--- config.mk ---
export PLATFORM = sky130hd
export DESIGN_NAME = sms_timing_ring_ctrl
export DESIGN_NICKNAME = d
export VERILOG_FILES = /design/src/rtl/sms_timing_pkg.sv /design/src/rtl/sms_sync_edge.sv /design/src/rtl/sms_timing_ring_ctrl.sv
export SDC_FILE = /design/constraint.sdc
export NUM_CORES = 1
export LEC_CHECK = 0
export BUFFER_PORTS_ARGS = -buffer_cell sky130_fd_sc_hd__buf_4
export CAP_MARGIN = 20
export CORE_MARGIN = 1.5
export CORE_UTILIZATION = 41
export DETAILED_ROUTE_END_ITERATION = 6
export HOLD_SLACK_MARGIN = 0.05
export PLACE_DENSITY = 0.67
export SYNTH_ARGS = -nofsm -noshare
export SYNTH_HDL_FRONTEND = slang
export SYNTH_SLANG_ARGS = --single-unit
--- constraint.sdc ---
create_clock -name clk -period 4.2 [get_ports clk]
set_input_delay 0.42 -clock clk [delete_from_list [all_inputs] [get_ports clk]]
set_output_delay 0.42 -clock clk [all_outputs]
set_load 0.01 [all_outputs]
--- src/rtl/sms_timing_pkg.sv ---
// Shared types and helpers for the SMS memory-cycle timing ring.
package sms_timing_pkg;

  localparam int RING_LEN_DEFAULT = 20;
  localparam int PHASE_W_DEFAULT  = 5;

  typedef enum logic [1:0] {
    HALT     = 2'd0,
    RUN      = 2'd1,
    SINGLE   = 2'd2,
    STOPPING = 2'd3
  } ring_state_e;

  // Decodes a binary phase number into the ring's one-hot phase vector.
  function automatic logic [RING_LEN_DEFAULT-1:0] phase_to_onehot(
    input logic [PHASE_W_DEFAULT-1:0] ph
  );
    logic [RING_LEN_DEFAULT-1:0] oh;
    for (int i = 0; i < RING_LEN_DEFAULT; i++) begin
      oh[i] = (ph == PHASE_W_DEFAULT'(i));
    end
    return oh;
  endfunction

endpackage

--- src/rtl/sms_sync_edge.sv ---
// Brings the asynchronous oscillator into the clk domain and emits one
// clk-wide pulse per synchronised rising edge.
module sms_sync_edge #(
  parameter int SYNC_STAGES = 2
) (
  input  logic clk,
  input  logic rst_n,
  input  logic osc_i,
  output logic tick_o
);

  logic [SYNC_STAGES-1:0] sync_q;
  logic                   last_q;

  // Synchroniser chain plus delayed copy of its output for edge detection.
  always_ff @(posedge clk or negedge rst_n) begin
    if (!rst_n) begin
      sync_q <= '0;
      last_q <= 1'b0;
    end else begin
      sync_q <= {sync_q[SYNC_STAGES-2:0], osc_i};
      last_q <= sync_q[SYNC_STAGES-1];
    end
  end

  assign tick_o = sync_q[SYNC_STAGES-1] & ~last_q;

endmodule

--- src/rtl/sms_timing_ring_ctrl.sv ---
// 20-phase memory-cycle timing ring driven by the oscillator, with
// run / stop / single-cycle control that only halts on a cycle boundary.
module sms_timing_ring_ctrl
  import sms_timing_pkg::*;
#(
  parameter int RING_LEN    = RING_LEN_DEFAULT,
  parameter int PHASE_W     = PHASE_W_DEFAULT,
  parameter int SYNC_STAGES = 2
) (
  input  logic               clk,
  input  logic               rst_n,
  input  logic               osc_in,
  input  logic               run_req,
  input  logic               stop_req,
  input  logic               single_req,
  output logic [PHASE_W-1:0] phase,
  output logic [RING_LEN-1:0] phase_oh,
  output logic               osc_tick,
  output logic               cycle_start,
  output logic               cycle_end,
  output logic               running,
  output logic               halted
);

  ring_state_e         state_q, state_d;
  logic [PHASE_W-1:0]  phase_q, phase_d, phase_adv_s;
  logic [RING_LEN-1:0] phase_oh_q;
  logic                cycle_start_q, cycle_start_d;
  logic                cycle_end_q, cycle_end_d;
  logic                running_q, halted_q;
  logic                tick_s, at_last_s;

  sms_sync_edge #(.SYNC_STAGES(SYNC_STAGES)) u_sync (
    .clk    (clk),
    .rst_n  (rst_n),
    .osc_i  (osc_in),
    .tick_o (tick_s)
  );

  assign at_last_s   = (phase_q == PHASE_W'(RING_LEN - 1));
  assign phase_adv_s = at_last_s ? '0 : phase_q + PHASE_W'(1);

  // Next-state, next-phase and boundary pulses; stop_req outranks run_req outranks single_req.
  always_comb begin
    state_d       = state_q;
    phase_d       = phase_q;
    cycle_start_d = 1'b0;
    cycle_end_d   = 1'b0;
    case (state_q)
      HALT: begin
        phase_d = '0;
        if (stop_req) begin
          state_d = HALT;
        end else if (run_req) begin
          state_d = RUN;
        end else if (single_req) begin
          state_d = SINGLE;
        end else begin
          state_d = HALT;
        end
      end
      RUN: begin
        if (tick_s) begin
          phase_d     = phase_adv_s;
          cycle_end_d = at_last_s;
        end else begin
          phase_d = phase_q;
        end
        if (stop_req || !run_req) begin
          state_d = (tick_s && at_last_s) ? HALT : STOPPING;
        end else begin
          state_d       = RUN;
          cycle_start_d = tick_s && at_last_s;
        end
      end
      SINGLE, STOPPING: begin
        if (tick_s) begin
          phase_d     = phase_adv_s;
          cycle_end_d = at_last_s;
          if (!at_last_s) begin
            state_d = state_q;
          end else if (state_q == STOPPING && run_req && !stop_req) begin
            // Run re-requested at the boundary: continue without a halt gap.
            state_d       = RUN;
            cycle_start_d = 1'b1;
          end else begin
            state_d = HALT;
          end
        end else begin
          state_d = state_q;
        end
      end
      default: begin
        state_d = HALT;
        phase_d = '0;
      end
    endcase
  end

  // State, phase and registered status/pulse outputs.
  always_ff @(posedge clk or negedge rst_n) begin
    if (!rst_n) begin
      state_q       <= HALT;
      phase_q       <= '0;
      phase_oh_q    <= RING_LEN'(1);
      cycle_start_q <= 1'b0;
      cycle_end_q   <= 1'b0;
      running_q     <= 1'b0;
      halted_q      <= 1'b1;
    end else begin
      state_q       <= state_d;
      phase_q       <= phase_d;
      phase_oh_q    <= phase_to_onehot(phase_d);
      cycle_start_q <= cycle_start_d;
      cycle_end_q   <= cycle_end_d;
      running_q     <= (state_d != HALT);
      halted_q      <= (state_d == HALT);
    end
  end

  assign phase       = phase_q;
  assign phase_oh    = phase_oh_q;
  assign osc_tick    = tick_s;
  assign cycle_start = cycle_start_q;
  assign cycle_end   = cycle_end_q;
  assign running     = running_q;
  assign halted      = halted_q;

endmodule

==> out/results.tsv, run 1 <==
metric	value	unit
critical_path_buf_inv_count	0	
r2r-end	phase_oh[13]	
die-area	3620	µm²
status	completed	
preCtsSetupSlack	2.17	ns
relSlewSlack	69.8	%
nets	155	
syn_to_final_growth	27.1	%
coreArea	3080	µm²
post-route-period-util	48.5	%
h-tree-depth	2	
p_leak	0.000817	µW
dr.pass1.iters	3	
synth_edf_count	0	
hold_path.class	primary input to register	
ys.flop_type	dfrtp_1	
cap_violations	0	
root_buffer	clkbuf_4	
synth_most_common_cell	dfrtp_1	
rsz0062_at_grt	no	
drt_iter0_drc	26	
avgRoutedWirePerCell	13.1	µm
regToRegSetupSlack	2.16	ns
cp_slowest_cell	dfrtp_1	
worst_pin_slew	0.452	ns
synth-async-reset-ratio	100	%
ys_warn_count	0	
synth_common_cells	dfrtp_1, nor3_1, inv_1, nor2_1, nor4_1	
grt_pass1_wl	3970	µm
timing.final.hold_violations	0	
slew_violations	0	
overflow	0	
drc	0	
synth_top_area_share	59.7	%
cts_tree	yes	
slowest_delay	0.46	ns
clk_pin_slew	0.09	ns
setup_viol	0	
path_cells	ha_1, and3b_1, a21oi_2, nand4_2, nor3_1	
cp-endpoint	phase_oh[13]	
min_period	2.04	ns
rows	20	
startpoint	phase[0]	
powerDensity	629	nW/µm²
skew	0.00553	ns
cp.required	4.42	ns
nFillCells	286	
cp_max_fo	9	
ys_top_cells_by_area	dfrtp_1, nor3_1, dfstp_2	
io_pins	36	
reg2regPathDepth	5	
end_kind	register	
cp-start-kind	register	
cts_buffers	5	
ir_drop	0.303	mV
cp_top_family	simple AND/OR/NAND/NOR gates	
syn_inst	108	
finalSetupTns	0	ns
grt_pass1_vias	876	
critical_path_class	register to register	
routed_via_density	4.90	
dpl.hpwl	1800	µm
grt_max_degree	35	
vias	946	
syn_area	1340	µm²
clk-insertion-delay-late	0.33	ns
die_y	60.2	µm
drtAntennaViolNets	0	
clock-sinks	34	
cp.arrival	2.26	ns
yosysUniqueCellTypes	37	
ys_ff_latch	34	
grtUsageTotal	15.7	%
synth_nets	115	
avgSynthCellArea	12.4	µm²
diodes	0	
layout_setup_ws	2.16	ns
gp_congestion	0.766	
crit_cells	5	
seq_area_frac_synth	63.6	%
fp.dieW	60.2	µm
io_buffers	35	
drive_above_1_share	34.9	%
clk_path_buf_depth	2	
drt-total-wl	2530	µm
max_freq	0.491	GHz
post_cts_buffers	0	
antenna_found_initial	0	
r2r_start	phase[0]	
start_util	43.6	%
synth_area_leader_cell	dfrtp_1	
-- registers in the layout, summed over array words and instances, names as in the netlist --
signal	flops
cycle_end	1
u_sync.sync_q	2
phase	5
halted	1
cycle_start	1
phase_oh	20
state_q	2
u_sync.last_q	1
running	1
-- worst min path at each step --
stage	startpoint	endpoint	slack (ns)	cells after the start
final	osc_in	u_sync.sync_q[0]	0.19	1
after CTS	osc_in	u_sync.sync_q[0]	0.18	1
after global placement	u_sync.sync_q[0]	u_sync.sync_q[1]	0.34	0
after floorplan	rst_n	cycle_end	0.12	0
after detailed placement	u_sync.sync_q[0]	u_sync.sync_q[1]	0.34	0
after global routing	osc_in	u_sync.sync_q[0]	0.17	1
-- layout by cell type (no fill, tap or decap), types with 2 or more instances in the layout --
cell type  count
o21ai_1        2
a21oi_1        2
o211ai_1       2
a211oi_1       4
nor2_1         5
xnor2_1        3
nand2b_1       2
or2_2          2
clkbuf_4       5
nand3_1        4
nor3_1        14
buf_4         35
nand2_1        2
dfstp_2        2
nor4_1         5
dfrtp_1       32
inv_1          5
-- through the flow --
step	total power (µW)	hold slack, ns	util [%]	instance area, µm²	instances
6_report	1070	0.191	55.4	1710	193
2_1_floorplan	736	0.124	-	1340	108
4_1_cts	1080	0.175	55.4	1710	193
3_3_place_gp	885	0.339	53.1	1640	184
5_1_grt	1150	0.173	55.4	1710	193
3_5_place_dp	895	0.339	53.1	1640	184
-- report_power, final --
group	internal (µW)	switching, µW	leakage, µW
registers	403	56.9	0.000435
logic	178	253	0.000347
clock network	81.0	101	0.0000353
-- cells by family after synthesis --
logic type	Yosys count	synth area share, %
XOR/XNOR	4	2.61
buffers and inverters	8	3.17
multiplexers	1	0.746
AND/OR/NAND/NOR	43	19.4
flip-flops	34	63.6
adder cells (fa/ha/maj)	1	0.933
AO/OA/AOI/OAI	17	9.51
-- worst register-to-register path, cell delays in order (launching register included) --
cell and delay (ns):
dfrtp_1 0.46, ha_1 0.27, and3b_1 0.23, a21oi_2 0.38, nand4_2 0.28, nor3_1 0.32
-- final cells by class --
type	instances	area [µm²]	area share, %
repair buffers	36	273	16.0
well taps	44	55.1	3.23
clock buffers	7	55.1	3.23
clock inverters	1	5.00	0.293
inverters	5	18.8	1.10
flip-flops and latches	34	853	50.0
multi-input cells	66	445	26.1
-- layer usage --
| metal | GRT usage [%] | share of wire [%] | up-vias |
|---|---|---|---|
| met5 | 0 | 0 | - |
| met4 | 8.25 | 2.3 | 0 |
| met3 | 5.84 | 6.3 | 6 |
| met2 | 23.9 | 45 | 28 |
| met1 | 19.2 | 46 | 442 |
| li1 | - | - | 470 |
-- repair_timing --
item | CTS | global route
setup endpoints to repair | 0 | 0
hold buffers | 1 | 0
hold endpoints to repair | 32 | 0
gates resized for setup | 0 | 0
Power figures use the tool's default switching activity.
==> inputs of run 2 (changes only) <==
==> constraint.sdc (replaced) <==
create_clock -name clk -period 2.12 [get_ports clk]
set_input_delay 0.212 -clock clk [delete_from_list [all_inputs] [get_ports clk]]
set_output_delay 0.212 -clock clk [all_outputs]
set_load 0.01 [all_outputs]
==> run 2 against run 1 <==
  * Critical path type unchanged
  * Clock skew is 0.0031 ns lower
  * Total power is 95% higher
  * Highest routed layer unchanged
  * Critical endpoint is now phase_oh[3]
  * Largest power group unchanged
  * Final area is 0.29% higher
  * Cell count is 0.52% higher
==> out/results.tsv, run 2 (synthesis gave the netlist of run 1 again) <==
metric	value	unit	change
timing.final.hold_violations	0		unchanged
coreArea	3080	µm²	unchanged
worst_pin_slew	0.429	ns	-0.0231 ns
grt_pass1_vias	910		+3.9%
cp.arrival	2.19	ns	-0.07 ns
largest_reg_flops	20		unchanged
final_core_util	55.6	%	+0.16 points
nets	157		+1.3%
r2r_start	phase[0]		
p_leak	0.000821	µW	+0.47%
io_pins	36		unchanged
io_buffers	35		unchanged
seqPwrFrac	43.4	%	+0.5 points
grtUsageTotal	16.2	%	+0.55 points
root_buffer	clkbuf_4		
cap_violations	0		unchanged
nFillCells	262		-8.4%
end_kind	register		
cts_tree	yes		
relSlewSlack	71.3	%	+1.5 points
fp.dieW	60.2	µm	unchanged
status	completed		
cts_buffers	5		unchanged
p_switching	824	µW	+100%
finalNonFillerCells	194		+0.52%
holdCritStartpoint	single_req		
hold_path.class	primary input to register		
post-route-period-util	92.4	%	+44 points
drive_above_1_share	35.3	%	+0.43 points
switching_share	39.3	%	+0.98 points
drtAntennaViolNets	0		unchanged
vias	977		+3.3%
drt_iter0_drc	23		-12%
routed_via_density	5.04		+2.7%
grt_pass1_wl	4180	µm	+5.2%
gp_congestion	0.847		+11%
slew_violations	0		unchanged
clockPowerShare	15.3	%	-1.7 points
avgRoutedWirePerCell	13.1	µm	+0.35%
cp.required	2.35	ns	-2.07 ns
max_freq	0.510	GHz	+3.9%
hold_path_depth	3		+2
clk-insertion-delay-late	0.33	ns	about the same
powerDensity	1220	nW/µm²	+95%
antenna_found_initial	0		unchanged
cp_max_fo	8		-1
final_cell_mix	buf_4, dfrtp_1, nor3_1		
reg2regPathDepth	5		unchanged
dr.pass1.iters	4		+1
postLayoutCellArea	1710	µm²	+0.29%
regToRegSetupSlack	0.16	ns	-2.00 ns
overflow	0		unchanged
grt_max_degree	35		unchanged
drc	0		unchanged
clk_pin_slew	0.09	ns	about the same
skew	0.00239	ns	-0.00314 ns
die-area	3620	µm²	unchanged
setup_viol	0		unchanged
die_y	60.2	µm	unchanged
critical_path_class	register to register		
p_int	1270	µW	+92%
place_area	1640	µm²	+0.46%
syn_to_final_growth	27.5	%	
clk_path_buf_depth	2		unchanged
combPwrFrac	41.3	%	+1.1 points
ir_drop	0.570	mV	+88%
drt-total-wl	2550	µm	+0.87%
h-tree-depth	2		unchanged
cts_resized	0		unchanged
rows	20		unchanged
holdPathEnd	state_q[1]		
finalSetupTns	0	ns	unchanged
cp-start-kind	register		
final_common_cell	buf_4		
r2r-end	phase_oh[3]		
diodes	0		unchanged
clock-sinks	34		unchanged
dpl.hpwl	1830	µm	+1.6%
min_period	1.96	ns	-0.0766 ns
rsz0062_at_grt	no		
start_util	43.6	%	unchanged
place_inst	185		+0.54%
-- run 2: worst max-delay path by stage --
stage	start	to	slack (ns)
global route	phase[0]	phase_oh[17]	0.05
floorplan	phase[0]	phase_oh[1]	0.36
finish	phase[0]	phase_oh[3]	0.16
detailed placement	phase[0]	phase_oh[3]	0.20
CTS	phase[0]	phase_oh[3]	0.19
global placement	phase[0]	phase_oh[12]	0.29
-- run 2: worst max-delay path, cell delays in order (launching register included) --
cell and delay, ns:
dfrtp_1 0.45, ha_1 0.27, and3b_1 0.24, xnor2_1 0.28
nand3_1 0.30, a211oi_1 0.33
-- run 2: power groups by stage --
stage,Clock (µW),Sequential (µW),Combinational (µW)
floorplan,0,976,482
CTS,333,910,868
finish,320,910,865
global placement,0,917,842
global route,361,927,957
detailed placement,0,924,860
-- run 2: stage by stage --
stage               power (µW)  hold WS (ns)  setup slack, ns
floorplan                 1460       -0.0836            0.360
global placement          1760         0.166            0.287
detailed placement        1780         0.171            0.205
CTS                       2110         0.173            0.186
global route              2240         0.208           0.0535
finish                    2100         0.197            0.161
-- run 2: cell type report --
class	instances	area [µm²]	share of cell area, %
Clock buffer	5	37.5	2.19
Inverter	5	18.8	1.10
Clock inverter	2	10.0	0.585
Sequential cell	34	853	49.9
Multi-Input combinational cell	66	445	26.0
Tap cell	44	55.1	3.22
Timing Repair Buffer	38	290	17.0
-- run 2: layer usage --
| layer | GRT usage [%] | routed length (µm) | vias up |
|---|---|---|---|
| met5 | 0 | 0 | - |
| met4 | 8.89 | 69 | 0 |
| met1 | 20.8 | 1170 | 460 |
| met2 | 23.6 | 1170 | 36 |
| met3 | 6.06 | 148 | 8 |
| li1 | - | - | 473 |
-- run 2: repair_timing --
| item | in CTS | in global routing |
|---|---|---|
| buffers inserted | 0 | 0 |
| hold buffers | 2 | 0 |
| endpoints found under the hold margin | 33 | 0 |
==> inputs of run 3 (changes only) <==
--- a/config.mk
+++ b/config.mk
@@ -9,9 +9,11 @@
 export CAP_MARGIN = 20
 export CORE_MARGIN = 1.5
 export CORE_UTILIZATION = 41
+export CTS_BUF_LIST = sky130_fd_sc_hd__clkbuf_8
 export DETAILED_ROUTE_END_ITERATION = 6
 export HOLD_SLACK_MARGIN = 0.05
-export PLACE_DENSITY = 0.67
+export PLACE_DENSITY = 0.69
+export REMOVE_ABC_BUFFERS = 1
 export SYNTH_ARGS = -nofsm -noshare
 export SYNTH_HDL_FRONTEND = slang
 export SYNTH_SLANG_ARGS = --single-unit
==> constraint.sdc (replaced) <==
create_clock -name clk -period 1.66 [get_ports clk]
set_input_delay 0.166 -clock clk [delete_from_list [all_inputs] [get_ports clk]]
set_output_delay 0.166 -clock clk [all_outputs]
set_load 0.01 [all_outputs]
==> run 3 against run 2 <==
  * First-iteration DRC count fell by 48%
  * Clock power up 90%
  * Non-clock buffer count is 23 higher
  * Clock skew rose by 0.0033 ns
  * Cell count is 13% higher
  * Worst hold slack worse by 0.019 ns
  * Die area unchanged
  * Sequential power increased by 26%
  * Register-to-register slack worse by 0.15 ns
  * Global-route usage grew 2.6 points
  * Total power grew 66%
==> out/results.tsv, run 3 (synthesis gave the netlist of run 1 again) <==
metric	value	unit	change
status	completed		
powerDensity	1670	nW/µm²	+37%
gp_congestion	0.861		+1.6%
drc	0		unchanged
grt_pass1_vias	1084		+19%
worst_pin_slew	0.404	ns	-0.0254 ns
cap_violations	0		unchanged
setup_viol	0		unchanged
io_buffers	35		unchanged
h-tree-depth	2		unchanged
drt_iter0_drc	12		-48%
io_pins	36		unchanged
timing.final.hold_violations	0		unchanged
fp.dieW	60.2	µm	unchanged
overflow	0		unchanged
p_leak	0.000977	µW	+19%
grtUsageTotal	18.8	%	+2.6 points
ir_drop	1.00	mV	+76%
relSlewSlack	73.1	%	+1.8 points
drtAntennaViolNets	0		unchanged
slew_violations	0		unchanged
regToRegSetupSlack	0.007	ns	-0.15 ns
critical_path_class	register to register		
cts_buffers	5		unchanged
final_cell_mix	buf_4, dfrtp_1, nor3_1, clkbuf_8		
skew	0.00567	ns	+0.00328 ns
syn_to_final_growth	54.9	%	
cp.required	1.86	ns	-0.49 ns
start_util	43.6	%	unchanged
drt-total-wl	3090	µm	+21%
rows	20		unchanged
finalSetupTns	0	ns	unchanged
dr.pass1.iters	4		unchanged
cp-start-kind	register		
grt_max_degree	35		unchanged
clock-sinks	34		unchanged
dpl.hpwl	1930	µm	+5.6%
post-route-period-util	99.6	%	+7.2 points
routed_via_density	4.91		-2.5%
hold_path.class	primary input to register		
finalNonFillerCells	219		+13%
cts_tree	yes		
min_period	1.65	ns	-0.306 ns
clk_pin_slew	0.06	ns	-0.03 ns
place_inst	203		+9.7%
clk_path_buf_depth	2		unchanged
coreArea	3080	µm²	unchanged
grt_pass1_wl	4850	µm	+16%
end_kind	register		
root_buffer	clkbuf_8		
diodes	0		unchanged
antenna_found_initial	0		unchanged
final_common_cell	buf_4		
die-area	3620	µm²	unchanged
drive_above_1_share	57.1	%	+22 points
avgRoutedWirePerCell	14.1	µm	+7.4%
nets	181		+15%
cp.arrival	1.86	ns	-0.33 ns
largest_reg_flops	20		unchanged
vias	1075		+10%
max_freq	0.605	GHz	+19%
cp_max_fo	3		-5
die_y	60.2	µm	unchanged
rsz0062_at_grt	yes		
clk-insertion-delay-late	0.28	ns	-0.05 ns
[run 3: changes by cell type in the layout (fill, tap and decap cells not counted), moves of 3 or more]
cell | previous run | this run
buf_4 | 36 | 58
clkbuf_4 | 5 | 0
clkbuf_8 | 0 | 6
nor3_1 | 14 | 9
nor3_2 | 0 | 5
nor4_1 | 5 | 2
nor4_2 | 0 | 3
[run 3: layout make-up]
type	count	area, µm²
inverter	5	22.5
tap	44	55.1
sequential	34	856
clock buffer	6	82.6
clock inverter	2	8.76
timing repair inverter	1	7.51
fill	242	1000
multi-input combinational	66	579
timing repair buffer	61	467
[run 3: worst max-delay path: stages (launching register included)]
cell and delay [ns]:
dfrtp_1 0.41, ha_4 0.18, and3b_2 0.24, a21oi_4 0.22, buf_6 0.13, nand4_1 0.11, buf_4 0.19, nor3_2 0.10
[run 3: power by group]
group / total, µW / switching [µW] / internal (µW)
sequential: 1150 / 127 / 1030
clock: 607 / 279 / 328
combinational: 1720 / 917 / 798
total: 3480 / 1320 / 2150
[run 3: stage by stage]
stage / hold slack, ns / instance area [µm²] / setup slack, ns / utilization (%) / power, µW
2_1_floorplan: -0.130 / 1320 / -0.100 / - / 1810
3_3_place_gp: 0.119 / 1780 / -0.0306 / 57.8 / 2480
3_5_place_dp: 0.129 / 1780 / -0.0596 / 57.8 / 2510
4_1_cts: 0.176 / 1940 / 0.00238 / 63.1 / 3230
5_1_grt: 0.211 / 2080 / -0.0778 / 67.5 / 3700
6_report: 0.178 / 2080 / 0.00696 / 67.5 / 3480
[run 3: path summary, 6_finish.rpt]
kind,from,endpoint,cells past startpoint
worst max-delay path,phase[0],phase_oh[5],7
worst min-delay path,single_req,state_q[1],3
worst max register to register,phase[0],phase_oh[5],7
worst min register to register,u_sync.sync_q[0],u_sync.sync_q[1],0
max in group asynchronous,rst_n,halted,2
min in group asynchronous,rst_n,u_sync.last_q,2
[run 3: timing repair]
item                       CTS  global route
cloned                       0             1
resized for setup            9            22
hold endpoints to repair    33             0
setup endpoints to repair   13            21
setup buffers                0             5
hold buffers                 2             0
pin swaps                    1             9
[run 3: per-layer routing]
metal  GRT usage [%]  share of wire [%]  routed length [µm]
met4            11.7                2.2                  67
met3            4.55                3.5                 108
met5               0                  0                   0
met1            23.3                 42                1310
met2            29.5                 52                1600
